`src/rtl/bk_adder_pipe_if.sv`:
```
// Operand/result handshake bundle for bk_adder_pipe.
// master drives operands and out_ready; slave is the adder.
interface bk_adder_pipe_if #(
    parameter int unsigned WIDTH = 16
);
    logic             in_valid;
    logic             in_ready;
    logic [1:0]       op;
    logic [WIDTH-1:0] a;
    logic [WIDTH-1:0] b;
    logic             cin;
    logic             out_valid;
    logic             out_ready;
    logic [WIDTH-1:0] sum;
    logic             cout;
    logic             ovf;
    logic [WIDTH-1:0] acc;

    modport master (
        output in_valid, op, a, b, cin, out_ready,
        input  in_ready, out_valid, sum, cout, ovf, acc
    );

    modport slave (
        input  in_valid, op, a, b, cin, out_ready,
        output in_ready, out_valid, sum, cout, ovf, acc
    );
endinterface

```
`src/rtl/bk_adder_pipe.sv`:
```
// Pipelined Brent-Kung adder/subtractor with valid/ready handshake and an
// accumulator whose read-after-write hazard is closed by stalling intake.
module bk_adder_pipe #(
    parameter int unsigned WIDTH  = 16,
    parameter int unsigned STAGES = 2
) (
    input  logic           clk,
    input  logic           rst_n,
    bk_adder_pipe_if.slave bus
);
    localparam int unsigned LOG_W = $clog2(WIDTH);
    localparam int unsigned MSB   = WIDTH - 1;
    // Stage payload: {acc_op, x_msb, y_msb, cin, p0, g, p}
    localparam int unsigned PW    = 3 * WIDTH + 4;

    // In-place up-sweep; returns {g, p}. Bit 2^k-1 ends up holding prefix [2^k-1:0].
    function automatic logic [2*WIDTH-1:0] up_sweep(input logic [WIDTH-1:0] g_in,
                                                    input logic [WIDTH-1:0] p_in);
        logic [WIDTH-1:0] g;
        logic [WIDTH-1:0] p;
        g = g_in;
        p = p_in;
        for (int d = 0; d < int'(LOG_W); d++) begin
            for (int i = (2 << d) - 1; i < int'(WIDTH); i += (2 << d)) begin
                g[i] = g[i] | (p[i] & g[i - (1 << d)]);
                p[i] = p[i] & p[i - (1 << d)];
            end
        end
        return {g, p};
    endfunction

    // Down-sweep fills the remaining positions from already-complete prefixes.
    function automatic logic [WIDTH-1:0] down_sweep(input logic [WIDTH-1:0] g_in,
                                                    input logic [WIDTH-1:0] p_in);
        logic [WIDTH-1:0] g;
        logic [WIDTH-1:0] p;
        g = g_in;
        p = p_in;
        for (int d = int'(LOG_W) - 2; d >= 0; d--) begin
            for (int i = (3 << d) - 1; i < int'(WIDTH); i += (2 << d)) begin
                g[i] = g[i] | (p[i] & g[i - (1 << d)]);
                p[i] = p[i] & p[i - (1 << d)];
            end
        end
        return g;
    endfunction

    logic             stall_c, in_ready_c, accept_c, retire_c;
    logic             out_valid_q, cout_q, ovf_q, acc_op_q, busy_q;
    logic [WIDTH-1:0] sum_q, acc_q;

    assign stall_c    = out_valid_q && !bus.out_ready;
    assign in_ready_c = !stall_c && !busy_q;
    assign accept_c   = bus.in_valid && in_ready_c;
    assign retire_c   = out_valid_q && bus.out_ready;

    // Operand mux and generate/propagate; cin is folded into bit 0's generate.
    logic [WIDTH-1:0] x_c, y_c, g0_c, p0_c;
    logic             c_c;
    always_comb begin
        x_c = bus.a;
        y_c = bus.b;
        c_c = bus.cin;
        case (bus.op)
            2'b01: begin y_c = ~bus.b; c_c = 1'b1; end
            2'b10: begin x_c = acc_q;  y_c = bus.a; end
            2'b11: begin y_c = '0;     c_c = 1'b0; end
            default: ;
        endcase
        g0_c    = x_c & y_c;
        p0_c    = x_c ^ y_c;
        g0_c[0] = g0_c[0] | (p0_c[0] & c_c);
    end

    logic [PW-1:0] b0_c, b1, b1u_c, b2;
    logic          v1, v2;
    assign b0_c = {bus.op[1], x_c[MSB], y_c[MSB], c_c, p0_c, g0_c, p0_c};

    if (STAGES >= 2) begin : g_cut1
        logic          v_q;
        logic [PW-1:0] b_q;
        always_ff @(posedge clk or negedge rst_n) begin
            if (!rst_n) begin
                v_q <= 1'b0;
                b_q <= '0;
            end else if (!stall_c) begin
                v_q <= accept_c;
                b_q <= b0_c;
            end
        end
        assign v1 = v_q;
        assign b1 = b_q;
    end else begin : g_pass1
        assign v1 = accept_c;
        assign b1 = b0_c;
    end

    assign b1u_c = {b1[PW-1:2*WIDTH], up_sweep(b1[2*WIDTH-1:WIDTH], b1[WIDTH-1:0])};

    if (STAGES >= 3) begin : g_cut2
        logic          v_q;
        logic [PW-1:0] b_q;
        always_ff @(posedge clk or negedge rst_n) begin
            if (!rst_n) begin
                v_q <= 1'b0;
                b_q <= '0;
            end else if (!stall_c) begin
                v_q <= v1;
                b_q <= b1u_c;
            end
        end
        assign v2 = v_q;
        assign b2 = b_q;
    end else begin : g_pass2
        assign v2 = v1;
        assign b2 = b1u_c;
    end

    // Carry into bit i is the full prefix generate of bits [i-1:0].
    logic [WIDTH-1:0] carry_c, sum_c;
    logic             cout_c, ovf_c;
    assign carry_c = down_sweep(b2[2*WIDTH-1:WIDTH], b2[WIDTH-1:0]);
    assign sum_c   = b2[3*WIDTH-1:2*WIDTH] ^ {carry_c[MSB-1:0], b2[PW-4]};
    assign cout_c  = carry_c[MSB];
    assign ovf_c   = (b2[PW-2] == b2[PW-3]) && (sum_c[MSB] != b2[PW-2]);

    always_ff @(posedge clk or negedge rst_n) begin
        if (!rst_n) begin
            out_valid_q <= 1'b0;
            sum_q       <= '0;
            cout_q      <= 1'b0;
            ovf_q       <= 1'b0;
            acc_op_q    <= 1'b0;
            acc_q       <= '0;
            busy_q      <= 1'b0;
        end else begin
            if (!stall_c) begin
                out_valid_q <= v2;
                sum_q       <= sum_c;
                cout_q      <= cout_c;
                ovf_q       <= ovf_c;
                acc_op_q    <= b2[PW-1];
            end
            if (retire_c && acc_op_q) begin
                acc_q <= sum_q;
            end
            // At most one accumulator op in flight, so set and clear never coincide.
            if (accept_c && bus.op[1]) begin
                busy_q <= 1'b1;
            end else if (retire_c && acc_op_q) begin
                busy_q <= 1'b0;
            end
        end
    end

    assign bus.in_ready  = in_ready_c;
    assign bus.out_valid = out_valid_q;
    assign bus.sum       = sum_q;
    assign bus.cout      = cout_q;
    assign bus.ovf       = ovf_q;
    assign bus.acc       = acc_q;
endmodule
```
`src/flat_wrapper.sv`:
```
// flat-port wrapper written by rule: the top's interface ports become plain ports
module bk_adder_pipe_flat 
#(
    parameter int unsigned WIDTH  = 16,
    parameter int unsigned STAGES = 2
)
  (clk, rst_n, bus_in_valid, bus_op, bus_a, bus_b, bus_cin, bus_out_ready, bus_in_ready, bus_out_valid, bus_sum, bus_cout, bus_ovf, bus_acc);
  bk_adder_pipe_if #(.WIDTH(WIDTH)) bus_i ();
  input  logic clk;
  input  logic rst_n;
  input wire logic [$bits(bus_i.in_valid)-1:0] bus_in_valid;
  input wire logic [$bits(bus_i.op)-1:0] bus_op;
  input wire logic [$bits(bus_i.a)-1:0] bus_a;
  input wire logic [$bits(bus_i.b)-1:0] bus_b;
  input wire logic [$bits(bus_i.cin)-1:0] bus_cin;
  input wire logic [$bits(bus_i.out_ready)-1:0] bus_out_ready;
  output wire logic [$bits(bus_i.in_ready)-1:0] bus_in_ready;
  output wire logic [$bits(bus_i.out_valid)-1:0] bus_out_valid;
  output wire logic [$bits(bus_i.sum)-1:0] bus_sum;
  output wire logic [$bits(bus_i.cout)-1:0] bus_cout;
  output wire logic [$bits(bus_i.ovf)-1:0] bus_ovf;
  output wire logic [$bits(bus_i.acc)-1:0] bus_acc;
  assign bus_i.in_valid = bus_in_valid;
  assign bus_i.op = bus_op;
  assign bus_i.a = bus_a;
  assign bus_i.b = bus_b;
  assign bus_i.cin = bus_cin;
  assign bus_i.out_ready = bus_out_ready;
  assign bus_in_ready = bus_i.in_ready;
  assign bus_out_valid = bus_i.out_valid;
  assign bus_sum = bus_i.sum;
  assign bus_cout = bus_i.cout;
  assign bus_ovf = bus_i.ovf;
  assign bus_acc = bus_i.acc;
  bk_adder_pipe #(.WIDTH(WIDTH), .STAGES(STAGES)) u_core (.clk(clk), .rst_n(rst_n), .bus(bus_i));
endmodule
```
`config.mk`:
```
export PLATFORM = sky130hd
export DESIGN_NAME = bk_adder_pipe_flat
export DESIGN_NICKNAME = d
export VERILOG_FILES = /design/src/rtl/bk_adder_pipe_if.sv /design/src/rtl/bk_adder_pipe.sv /design/src/flat_wrapper.sv
export SDC_FILE = /design/constraint.sdc
export NUM_CORES = 1
export LEC_CHECK = 0
export ABC_AREA = 1
export ABC_CLOCK_PERIOD_IN_PS = 5700
export BUFFER_PORTS_ARGS = -buffer_cell sky130_fd_sc_hd__buf_4
export CAP_MARGIN = 10
export CORE_MARGIN = 10
export CORE_UTILIZATION = 40
export CTS_CLUSTER_DIAMETER = 120
export DETAILED_ROUTE_END_ITERATION = 10
export GPL_TIMING_DRIVEN = 0
export PLACE_DENSITY = 0.6
export SLEW_MARGIN = 30
export SYNTH_ARGS = -nofsm -noshare
export SYNTH_HDL_FRONTEND = slang
export SYNTH_SLANG_ARGS = --single-unit
```
`constraint.sdc`:
```
create_clock -name clk -period 5.7 [get_ports clk]
set_clock_uncertainty 0.15 [all_clocks]
set_input_delay 1.14 -clock clk [delete_from_list [all_inputs] [get_ports clk]]
set_output_delay 1.14 -clock clk [all_outputs]
set_load 0.02 [all_outputs]
```
=== Yosys cells after proc, flatten, opt, wreduce, memory -nomap -nowiden ===
Cells that the tools add are included.

* Register bits after elaboration: 90
* Bits of input ports: 39
* Output and inout bits: 36
* Logic and storage cells: 99

* Equality and inequality tests: 5
* Multiplexer cells: 5
* Bitwise logic cells: 69
* Reduce and logical (&&, ||, !) cells: 11

{| class="wikitable"
|+ Operators with widths
! kind !! count
|-
| 16-bit case mux with 3 select lines || 1
|-
| 1-bit AND || 38
|-
| 16-bit XOR || 2
|-
| 1-bit OR || 27
|-
| 16-bit AND || 1
|-
| 16-bit two-way mux || 1
|-
| 16-bit inverter || 1
|-
| 1-bit logical AND || 7
|-
| 2-bit == test (second input constant) || 2
|-
| 1-bit logical NOT || 3
|-
| 2-bit by 1-bit == test with 1-bit output (second input constant) || 1
|-
| 1-bit two-way mux || 2
|-
| 1-bit case mux with 2 select lines || 1
|-
| 2-bit nonzero test || 1
|-
| 1-bit == test || 1
|-
| 1-bit != test || 1
|}

=== Depth between registers and ports, before layout ===
Gate-level depths: netlist of the first run.

* Word-level depth: 15
* Gate-level depth with buffers: 17
* Mapped depth without buffers: 17

=== Worst setup path after synthesis of the first run ===
No wires, ideal clock.

* Kind: input -> output
* From: input bus_out_ready
* To: output bus_in_ready
* Data arrival time: 1,633 ps
* Required time: 4,410 ps
* Setup slack: 2,777 ps
* Stages on the path: 4
* Path buffers: 0
* Cells stage by stage: inv_1 nand2_2 inv_2 nor2_1

* Word-level cells in the longest chain between the ends: 4

{| class="wikitable"
|+ RTL lines
! item !! line !! source
|-
| from (decl) || flat_wrapper.sv:16 || <nowiki>input wire logic [$bits(bus_i.out_ready)-1:0] bus_out_ready;</nowiki>
|-
| 1-bit logical NOT || bk_adder_pipe.sv:52 || <nowiki>assign stall_c = out_valid_q && !bus.out_ready;</nowiki>
|-
| 1-bit logical AND || bk_adder_pipe.sv:52 ||
|-
| 1-bit logical NOT || bk_adder_pipe.sv:53 || <nowiki>assign in_ready_c = !stall_c && !busy_q;</nowiki>
|-
| 1-bit logical AND || bk_adder_pipe.sv:53 ||
|-
| to (decl) || flat_wrapper.sv:17 || <nowiki>output wire logic [$bits(bus_i.in_ready)-1:0] bus_in_ready;</nowiki>
|}

No other way between the ends.

=== Worst setup path after layout of the first run ===
Same ends and word-level chain as after synthesis.

==> results.yml, run 1 <==
critical_path:
  cp_max_fo: 10
  required_ps: 4410
  crit_top_cell: "buf_4"
  cpPeakStageDelay_ps: 160
  reg2reg_depth: 17
  r2r_start: "u_core.b1[33]$_DFFE_PN0N_"
  reg2reg_to: "u_core.bus.ovf$_DFFE_PN0N_"
  crit_path_start_kind: "input port"
  crit_type: "input port to output port"
  path_cells: "buf_4 > inv_1 > nand2_2 > inv_2 > nor2_1 > buf_4"
  cp_slowest_cell: "buf_4"
  cp.arrival_ps: 1760
  cp-end-kind: "output port"
  critPathTopFamily: "buffers and inverters"
  critical_path_buf_inv_count: 4
  r2r_slack_ps: 3270
detailed_routing:
  wl_per_cell_um: 17.52
  vias: 3376
  routed_wl_mm: 11.86
  first_pass_iters: 5
  drc: 0
  antenna_left: 0
  avgViaCountPerCell: 4.987
  drt_iter0_drc: 220
sta:
  max_freq_ghz: 0.3275
  fin_crit_sh_pct: 53.57
  rsz0062_at_grt: "false"
  holdWs_ps: 309.7
  min_period_ps: 3053
  hold_viol: 0
  worst_pin_slew_ps: 686.8
  relSlewSlack_pct: 54.21
  slew_viol_final: 0
  setup_viol: 0
  tns_ps: 0
finish:
  fin_nets: 603
  antenna_cells: 0
  stdcell_count: 677
  num-fill-cells: 941
  final_cell_area_sq_um: 4892
  drive_gt1_share_pct: 23.90
  area_delta_synth_final_pct: 24.36
synth:
  syn_avg_cell_area_sq_um: 8.627
  async_flop_share_pct: 100.0
  synth_fp_nets: 519
  synth.distinct_cells: 31
  synth.most_common_cell: "nand2_1"
  ys_warn_count: 0
  netlist_instances: 456
  syn_area_sq_um: 3934
  synth_seq_cells: 74
  synth_edf_count: 0
  synth_commonest_cells: "nand2_1 (168), dfrtp_1 (74), o21ai_0 (53)"
  ys_top_cells_by_area: "dfrtp_1 (47%), nand2_1 (16%), ha_1 (7.6%)"
  synth_top_area_share_pct: 47.07
  yosysTopAreaCell: "dfrtp_1"
  yosys_most_used_dff: "dfrtp_1"
  yosysSeqAreaShare_pct: 47.07
die:
  die_h_um: 119.2
  core-area_sq_um: 9684
  die_area_sq_um: 14200
  num_rows: 36
  start_util_pct: 40.62
  die_width_um: 119.2
  ios: 75
cts:
  htreeDepth: 3
  path_clk_slew_ps: 80
  cts_resized: 0
  cts_sinks: 74
  cts-root-buf: "clkbuf_8"
  cts_setup_buffers: 0
  hold_buffers: 0
  clk_latency_ps: 350
  clock_path_buffers: 2
  cts_buffers: 9
  cts_tree: "done"
grt:
  gr-usage-met1_pct: 21.44
  grt_max_degree: 75
  grtUsageTotal_pct: 16.93
  grt_overflow: 0
  antenna_found_initial: 0
  busiest_layer: "met2"
  grtUsageMet3_pct: 3.590
  use_met2_pct: 27.70
  grt_pass1_vias: 3551
  grt_pass1_wl_mm: 19.05
min_path:
  hold_start: "u_core.g_cut1.v_q$_DFFE_PN0N_"
  whs_endpoint: "u_core.bus.out_valid$_DFFE_PN0N_"
  min_path_type: "flop to flop"
  hold_depth: 2
placement:
  place_inst: 662
  post-dp-hpwl_mm: 8.333
  io_buffers: 73
  place_area_sq_um: 4648
  finalWeightedCongestion: 0.8458
pwr:
  power_mw: 2.415
  ir_drop_v: 0.0002043
  p_leak_nw: 2.592
  p_per_area_nw_per_um2: 493.6
run_status:
  outcome: "finished clean"
job:
  cap_violations: 0
==> kinds of logic (layout without fill, tap and decap cells) <==
group | after synthesis | in the layout | share of synthesized area (%)
buffers and inverters | 53 | 141 | 6.362
and+or+nand+nor | 201 | 201 | 19.91
AOI/OAI and AO/OA | 81 | 81 | 12.09
DFF | 74 | 74 | 47.07
xor gates and xnor gates | 8 | 8 | 1.781
muxes | 15 | 15 | 5.153
adders and majority gates | 24 | 24 | 7.634
==> power breakdown <==
| group | total [mW] | leakage [nW] | switching [mW] | internal [mW] |
|---|---|---|---|---|
| combinational | 1.00 | 1.56 | 0.600 | 0.404 |
| clock | 0.499 | 0.118 | 0.200 | 0.300 |
| sequential | 0.911 | 0.916 | 0.173 | 0.739 |
==> registers in the layout (all words and copies together), names as in the netlist <==
signal                cells
u_core.acc_op_q           1
u_core.b1                36
u_core.bus.acc           16
u_core.bus.cout           1
u_core.bus.out_valid      1
u_core.bus.ovf            1
u_core.bus.sum           16
u_core.busy_q             1
u_core.g_cut1.v_q         1
==> stage by stage <==
stage	utilization [%]	setup WS (ps)
global route	50.52	2574
global placement	48.00	2655
floorplan	-	2777
detailed placement	48.00	2642
CTS	50.48	2643
finish	50.52	2647
==> final cells by class <==
type	instances	area (sq um)	share of cell area [%]
plain buffers	19	115.1	2.353
multi-input cells	329	1832	37.44
well taps	133	166.4	3.402
repair buffers	73	551.8	11.28
inverters	34	135.1	2.762
flip-flops and latches	74	1852	37.85
clock inverters	5	102.6	2.097
clock buffers	10	137.6	2.813
==> metal layers <==
| layer | routed length (um) | vias to the layer above |
|---|---|---|
| met1 | 5068 | 1603 |
| li1 | - | 1646 |
| met2 | 5748 | 109 |
| met5 | 0 | - |
| met4 | 244 | 0 |
| met3 | 801 | 18 |
==> tightest hold or removal path, cell delays in order, from the launching register on <==
cell and delay (ps):
dfrtp_1 330, inv_1 50, nand2_1 50
==> placed cells by master, fill, tap and decap left out, types with 9 or more instances in the layout <==
cell type,Yosys,routed
inv_1,30,30
a21oi_1,9,9
nand2_1,168,168
mux2_4,9,9
dfrtp_1,74,74
clkbuf_8,0,10
ha_1,24,24
nor2_1,23,23
o21ai_0,53,53
buf_4,1,73
==> worst max-delay path by stage <==
| stage | from | cells after the start | endpoint |
|---|---|---|---|
| floorplan | bus_out_ready | 4 | bus_in_ready |
| global placement | bus_out_ready | 6 | bus_in_ready |
| detailed placement | bus_out_ready | 6 | bus_in_ready |
| CTS | bus_out_ready | 6 | bus_in_ready |
| global route | bus_out_ready | 6 | bus_in_ready |
| finish | bus_out_ready | 6 | bus_in_ready |
(Power assumes the default switching activity.)
==> run 2: changes to the inputs <==
ABC_CLOCK_PERIOD_IN_PS = 2800   (was 5700)
PLACE_DENSITY = 0.62   (was 0.6)
clock period = 2.8 ns   (was 5.7 ns; I/O delays follow)
==> run 2 against run 1 <==
First-iteration DRC count shrank 1.8%. Sequential share of layout area up 0.28 points. Power increased by 98%. Cell area down 0.74%. Global-route usage shrank 0.26 points. Largest cell class unchanged.
==> results.yml, run 2 (synthesized netlist as in run 1, its figures left out) <==
grt:
  grtUsageTotal_pct: 16.67
  grt_pass1_wl_mm: 18.81
  grtUsageMet3_pct: 2.692
  use_met2_pct: 28.32
  antenna_found_initial: 0
  busiest_layer: "met2"
  gr-usage-met1_pct: 20.67
  grt_pass1_vias: 3527
  grt_max_degree: 75
  grt_overflow: 0
finish:
  antenna_cells: 0
  drive_gt1_share_pct: 23.71
  seqCellArea_sq_um: 1852
  fin_nets: 603
  area_delta_synth_final_pct: 23.44
  mostFrequentLayoutCells: "nand2_1 (168), dfrtp_1 (74), buf_4 (73), o21ai_0 (53), inv_1 (30)"
  num-fill-cells: 974
  largest_reg_flops: 36
  multi_input_area_sq_um: 1832
  stdcell_count: 677
  final_common_cell: "nand2_1"
die:
  die_width_um: 119.2
  start_util_pct: 40.62
  num_rows: 36
  die_h_um: 119.2
  die_area_sq_um: 14200
  ios: 75
  core-area_sq_um: 9684
cts:
  htreeDepth: 3
  cts_setup_buffers: 0
  cts-root-buf: "clkbuf_8"
  cts_resized: 0
  clk_latency_ps: 350
  cts_tree: "done"
  path_clk_slew_ps: 80
  clock_path_buffers: 2
  cts_buffers: 9
  hold_buffers: 0
  cts_sinks: 74
min_path:
  min_path_type: "input port to async pin"
detailed_routing:
  antenna_left: 0
  wl_per_cell_um: 17.53
  routed_wl_mm: 11.87
  vias: 3421
  drt_iter0_drc: 216
  first_pass_iters: 4
  avgViaCountPerCell: 5.053
  drc: 0
pwr:
  p_per_area_nw_per_um2: 983.4
  p_leak_nw: 2.579
  ir_drop_v: 0.0003507
sta:
  hold_viol: 0
  relSlewSlack_pct: 49.45
  setup_viol: 0
  fin_crit_sh_pct: 86.30
  rsz0062_at_grt: "false"
  tns_ps: 0
  max_freq_ghz: 0.4138
  worst_pin_slew_ps: 758.2
  slew_viol_final: 0
  min_period_ps: 2416
critical_path:
  cp.arrival_ps: 2500
  critical_path_buf_inv_count: 1
  critPathTopFamily: "simple AND/OR/NAND/NOR gates"
  cp_max_fo: 4
  path_cells: "ha_1 > inv_1 > nand2_1 > nand2_1 > nand2_2 > nand2_1 > nand2_2 > nand2_1 > nand2_1 > nand2_1 > nand2_1 > ha_1 > nor2_1 > xor2_1 > o21ai_0 > nand2_1 > o21ai_0"
  crit_type: "flop to flop"
  cp-end-kind: "flop"
  crit_path_start_kind: "flop"
  crit_top_cell: "nand2_1"
  cp_slowest_cell: "dfrtp_1"
  cpPeakStageDelay_ps: 390
  required_ps: 2890
placement:
  io_buffers: 73
  place_inst: 662
  post-dp-hpwl_mm: 8.389
  finalWeightedCongestion: 0.8288
run_status:
  outcome: "finished clean"
job:
  cap_violations: 0
[run 2: cell count changes in the layout (fill, tap and decap cells not counted), sizes merged]
cell / change
bufinv: -2
clkinvlp: -1
clkbuf: +3
[run 2: where the power goes]
group | switching (mW) | internal [mW]
Clock | 0.391 | 0.479
Sequential | 0.342 | 1.50
Combinational | 1.24 | 0.823
Total | 1.97 | 2.81
[run 2: worst paths after layout]
kind,from,end,slack (ps),cells past startpoint
setup / recovery,u_core.b1[33]$_DFFE_PN0N_,u_core.bus.ovf$_DFFE_PN0N_,380,17
setup reg to reg,u_core.b1[33]$_DFFE_PN0N_,u_core.bus.ovf$_DFFE_PN0N_,380,17
hold / removal,rst_n,u_core.bus.acc[9]$_DFFE_PN0P_,50,1
max in group asynchronous,rst_n,u_core.b1[41]$_DFFE_PN0N_,1930,1
min in group clk,bus_in_valid,u_core.g_cut1.v_q$_DFFE_PN0N_,290,3
hold reg to reg,u_core.g_cut1.v_q$_DFFE_PN0N_,u_core.bus.out_valid$_DFFE_PN0N_,320,2
[run 2: area by class of cell]
type	count	area share, %
multi-input cells	329	37.72
flip-flops and latches	74	38.13
inverters	34	2.783
plain buffers	19	2.371
clock buffers	13	3.478
clock inverters	2	0.7215
repair buffers	73	11.36
well taps	133	3.427
[run 2: per-layer routing]
metal  wire length [um]  vias up  part of all wire, %
li1                   -     1650                    -
met1               4974     1672                   42
met2               5948       86                   50
met3                750       13                  6.3
met4                196        0                  1.7
met5                  0        -                    0
[run 2: worst register-to-register path: stages, from the launching register on]
cell	delay (ps)
dfrtp_1	390
ha_1	200
inv_1	50
nand2_1	70
nand2_1	80
nand2_2	70
nand2_1	70
nand2_2	80
nand2_1	80
nand2_1	70
nand2_1	60
nand2_1	50
ha_1	180
nor2_1	120
xor2_1	300
o21ai_0	140
nand2_1	80
o21ai_0	70
[run 2: stage by stage]
stage | hold WS [ps] | utilization, % | power (mW) | instance area, sq um | setup slack, ps
6_report | 52.76 | 50.14 | 4.775 | 4856 | 383.6
4_1_cts | 241.6 | 50.10 | 4.802 | 4852 | 401.1
5_1_grt | 138.9 | 50.14 | 5.132 | 4856 | 143.5
3_3_place_gp | 281.8 | 48.00 | 3.889 | 4648 | 453.0
2_1_floorplan | 114.4 | - | 3.039 | 3934 | 713.6
3_5_place_dp | 301.2 | 48.00 | 3.934 | 4648 | 412.5
==> run 3: changes to the inputs <==
==> constraint.sdc (replaced) <==
create_clock -name clk -period 2.8 [get_ports clk]
set_clock_uncertainty 0.15 [all_clocks]
set_input_delay 0.28 -clock clk [delete_from_list [all_inputs] [get_ports clk]]
set_output_delay 0.28 -clock clk [all_outputs]
set_load 0.02 [all_outputs]
==> run 3 against run 2 <==
Flip-flop and latch count unchanged. Sequential share of layout area decreased by 0.078 points. Register-to-register slack about the same. First-iteration DRC count increased by 11%. Combinational power about the same. Worst hold slack got worse by 40 ps. Die area unchanged. Routed wire length increased by 0.15%. Clock power about the same. Largest power group unchanged.
==> results.yml, run 3 (synthesized netlist as in run 1, its figures left out) <==
finish:
  final_common_cell: "nand2_1"
  area_delta_synth_final_pct: 23.70
  largest_reg_flops: 36
  mostFrequentLayoutCells: "nand2_1 (168), dfrtp_1 (74), buf_4 (73), o21ai_0 (53), inv_1 (30)"
  fin_nets: 604
  final_cell_area_sq_um: 4866
  stdcell_count: 678
  drive_gt1_share_pct: 23.67
  antenna_cells: 0
grt:
  grt_pass1_wl_mm: 18.81
  grt_pass1_vias: 3527
  antenna_found_initial: 0
  grt_max_degree: 75
  grt_overflow: 0
  grtUsageTotal_pct: 16.67
sta:
  worst_pin_slew_ps: 762.1
  min_period_ps: 2409
  slew_viol_final: 0
  hold_viol: 0
  tns_ps: 0
  max_freq_ghz: 0.4151
  rsz0062_at_grt: "false"
  relSlewSlack_pct: 49.19
  setup_viol: 0
  fin_crit_sh_pct: 86.04
  holdWs_ps: 12.46
  setup_ws_ps: 390.8
critical_path:
  r2r_slack_ps: 390
  path_cells: "ha_1 > inv_1 > nand2_1 > nand2_1 > nand2_2 > nand2_1 > nand2_2 > nand2_1 > nand2_1 > nand2_1 > nand2_1 > ha_1 > nor2_1 > xor2_1 > o21ai_0 > nand2_1 > o21ai_0"
  crit_top_cell: "nand2_1"
  cpPeakStageDelay_ps: 390
  cp.arrival_ps: 2500
  cp-end-kind: "flop"
  cp_slowest_cell: "dfrtp_1"
  crit_path_start_kind: "flop"
  required_ps: 2890
  r2r_start: "u_core.b1[33]$_DFFE_PN0N_"
  reg2reg_depth: 17
  reg2reg_to: "u_core.bus.ovf$_DFFE_PN0N_"
  cp_max_fo: 4
  startpoint: "u_core.b1[33]$_DFFE_PN0N_"
  crit_type: "flop to flop"
cts:
  clk_latency_ps: 350
  clock_path_buffers: 2
  path_clk_slew_ps: 80
  hold_buffers: 1
  cts_buffers: 9
  cts_sinks: 74
  htreeDepth: 3
  cts_tree: "done"
  cts_resized: 0
  cts-root-buf: "clkbuf_8"
  cts_setup_buffers: 0
die:
  core-area_sq_um: 9684
  start_util_pct: 40.62
  die_width_um: 119.2
  die_area_sq_um: 14200
  ios: 75
  die_h_um: 119.2
  num_rows: 36
pwr:
  p_leak_nw: 2.583
  p_per_area_nw_per_um2: 981.3
  ir_drop_v: 0.0003510
detailed_routing:
  vias: 3425
  wl_met1_mm: 5.132
  antenna_left: 0
  wl_per_cell_um: 17.53
  maxUsedRoutingLayer: "met4"
  first_pass_iters: 4
  met3_length_um: 585
  routed_wl_mm: 11.89
  met2_length_mm: 5.918
  drt_iter0_drc: 239
  avgViaCountPerCell: 5.052
  drc: 0
run_status:
  outcome: "finished clean"
placement:
  place_inst: 662
  finalWeightedCongestion: 0.8288
  place_area_sq_um: 4648
  dp_slack_ps: 412.5
  io_buffers: 73
  post-dp-hpwl_mm: 8.389
min_path:
  hold_start: "bus_in_valid"
  whs_endpoint: "u_core.g_cut1.v_q$_DFFE_PN0N_"
  min_path_type: "input port to flop"
  hold_depth: 3
job:
  cap_violations: 0
-- run 3: cell count changes in the layout (fill, tap and decap cells not counted) --
cell           before  now
dlygate4sd3_1       0    1
-- run 3: where the power goes --
part / internal, mW / total [mW] / leakage [nW] / switching, mW
registers: 1.50 / 1.85 / 0.916 / 0.342
clock network: 0.479 / 0.870 / 0.106 / 0.390
logic: 0.824 / 2.06 / 1.56 / 1.23
-- run 3: layer usage --
metal  vias to the layer above  track usage (%)
met1                      1670            20.67
li1                       1653                -
met3                        18            2.692
met2                        84            28.32
met4                         0            6.565
met5                         -                0
-- run 3: worst max-delay path: cells and delay by family (launching register included) --
kind	cells	cell delay, ps
adders and majority gates	2	380
AOI/OAI and AO/OA	2	210
xor gates and xnor gates	1	290
buffers and inverters	1	50
and+or+nand+nor	11	820
DFF	1	390
-- run 3: final cells by class --
type                    count  area (sq um)
plain buffers              19         115.1
clock buffers              13         168.9
clock inverters             2         35.03
fillers                   975          4818
inverters                  34         135.1
multi-input cells         329          1832
flip-flops and latches     74          1852
well taps                 133         166.4
repair buffers             74         561.8
-- run 3: worst max path at each step --
| stage | slack [ps] | end |
|---|---|---|
| floorplan | 710 | u_core.bus.ovf$_DFFE_PN0N_ |
| global placement | 450 | u_core.bus.ovf$_DFFE_PN0N_ |
| detailed placement | 410 | u_core.bus.ovf$_DFFE_PN0N_ |
| CTS | 400 | u_core.bus.ovf$_DFFE_PN0N_ |
| global route | 140 | u_core.bus.ovf$_DFFE_PN0N_ |
| finish | 390 | u_core.bus.ovf$_DFFE_PN0N_ |
-- run 3: through the flow --
stage          utilization (%)  total power, mW
6_report                 50.25            4.775
5_1_grt                  50.25            5.133
4_1_cts                  50.21            4.803
3_5_place_dp             48.00            3.934
3_3_place_gp             48.00            3.889
2_1_floorplan                -            3.039
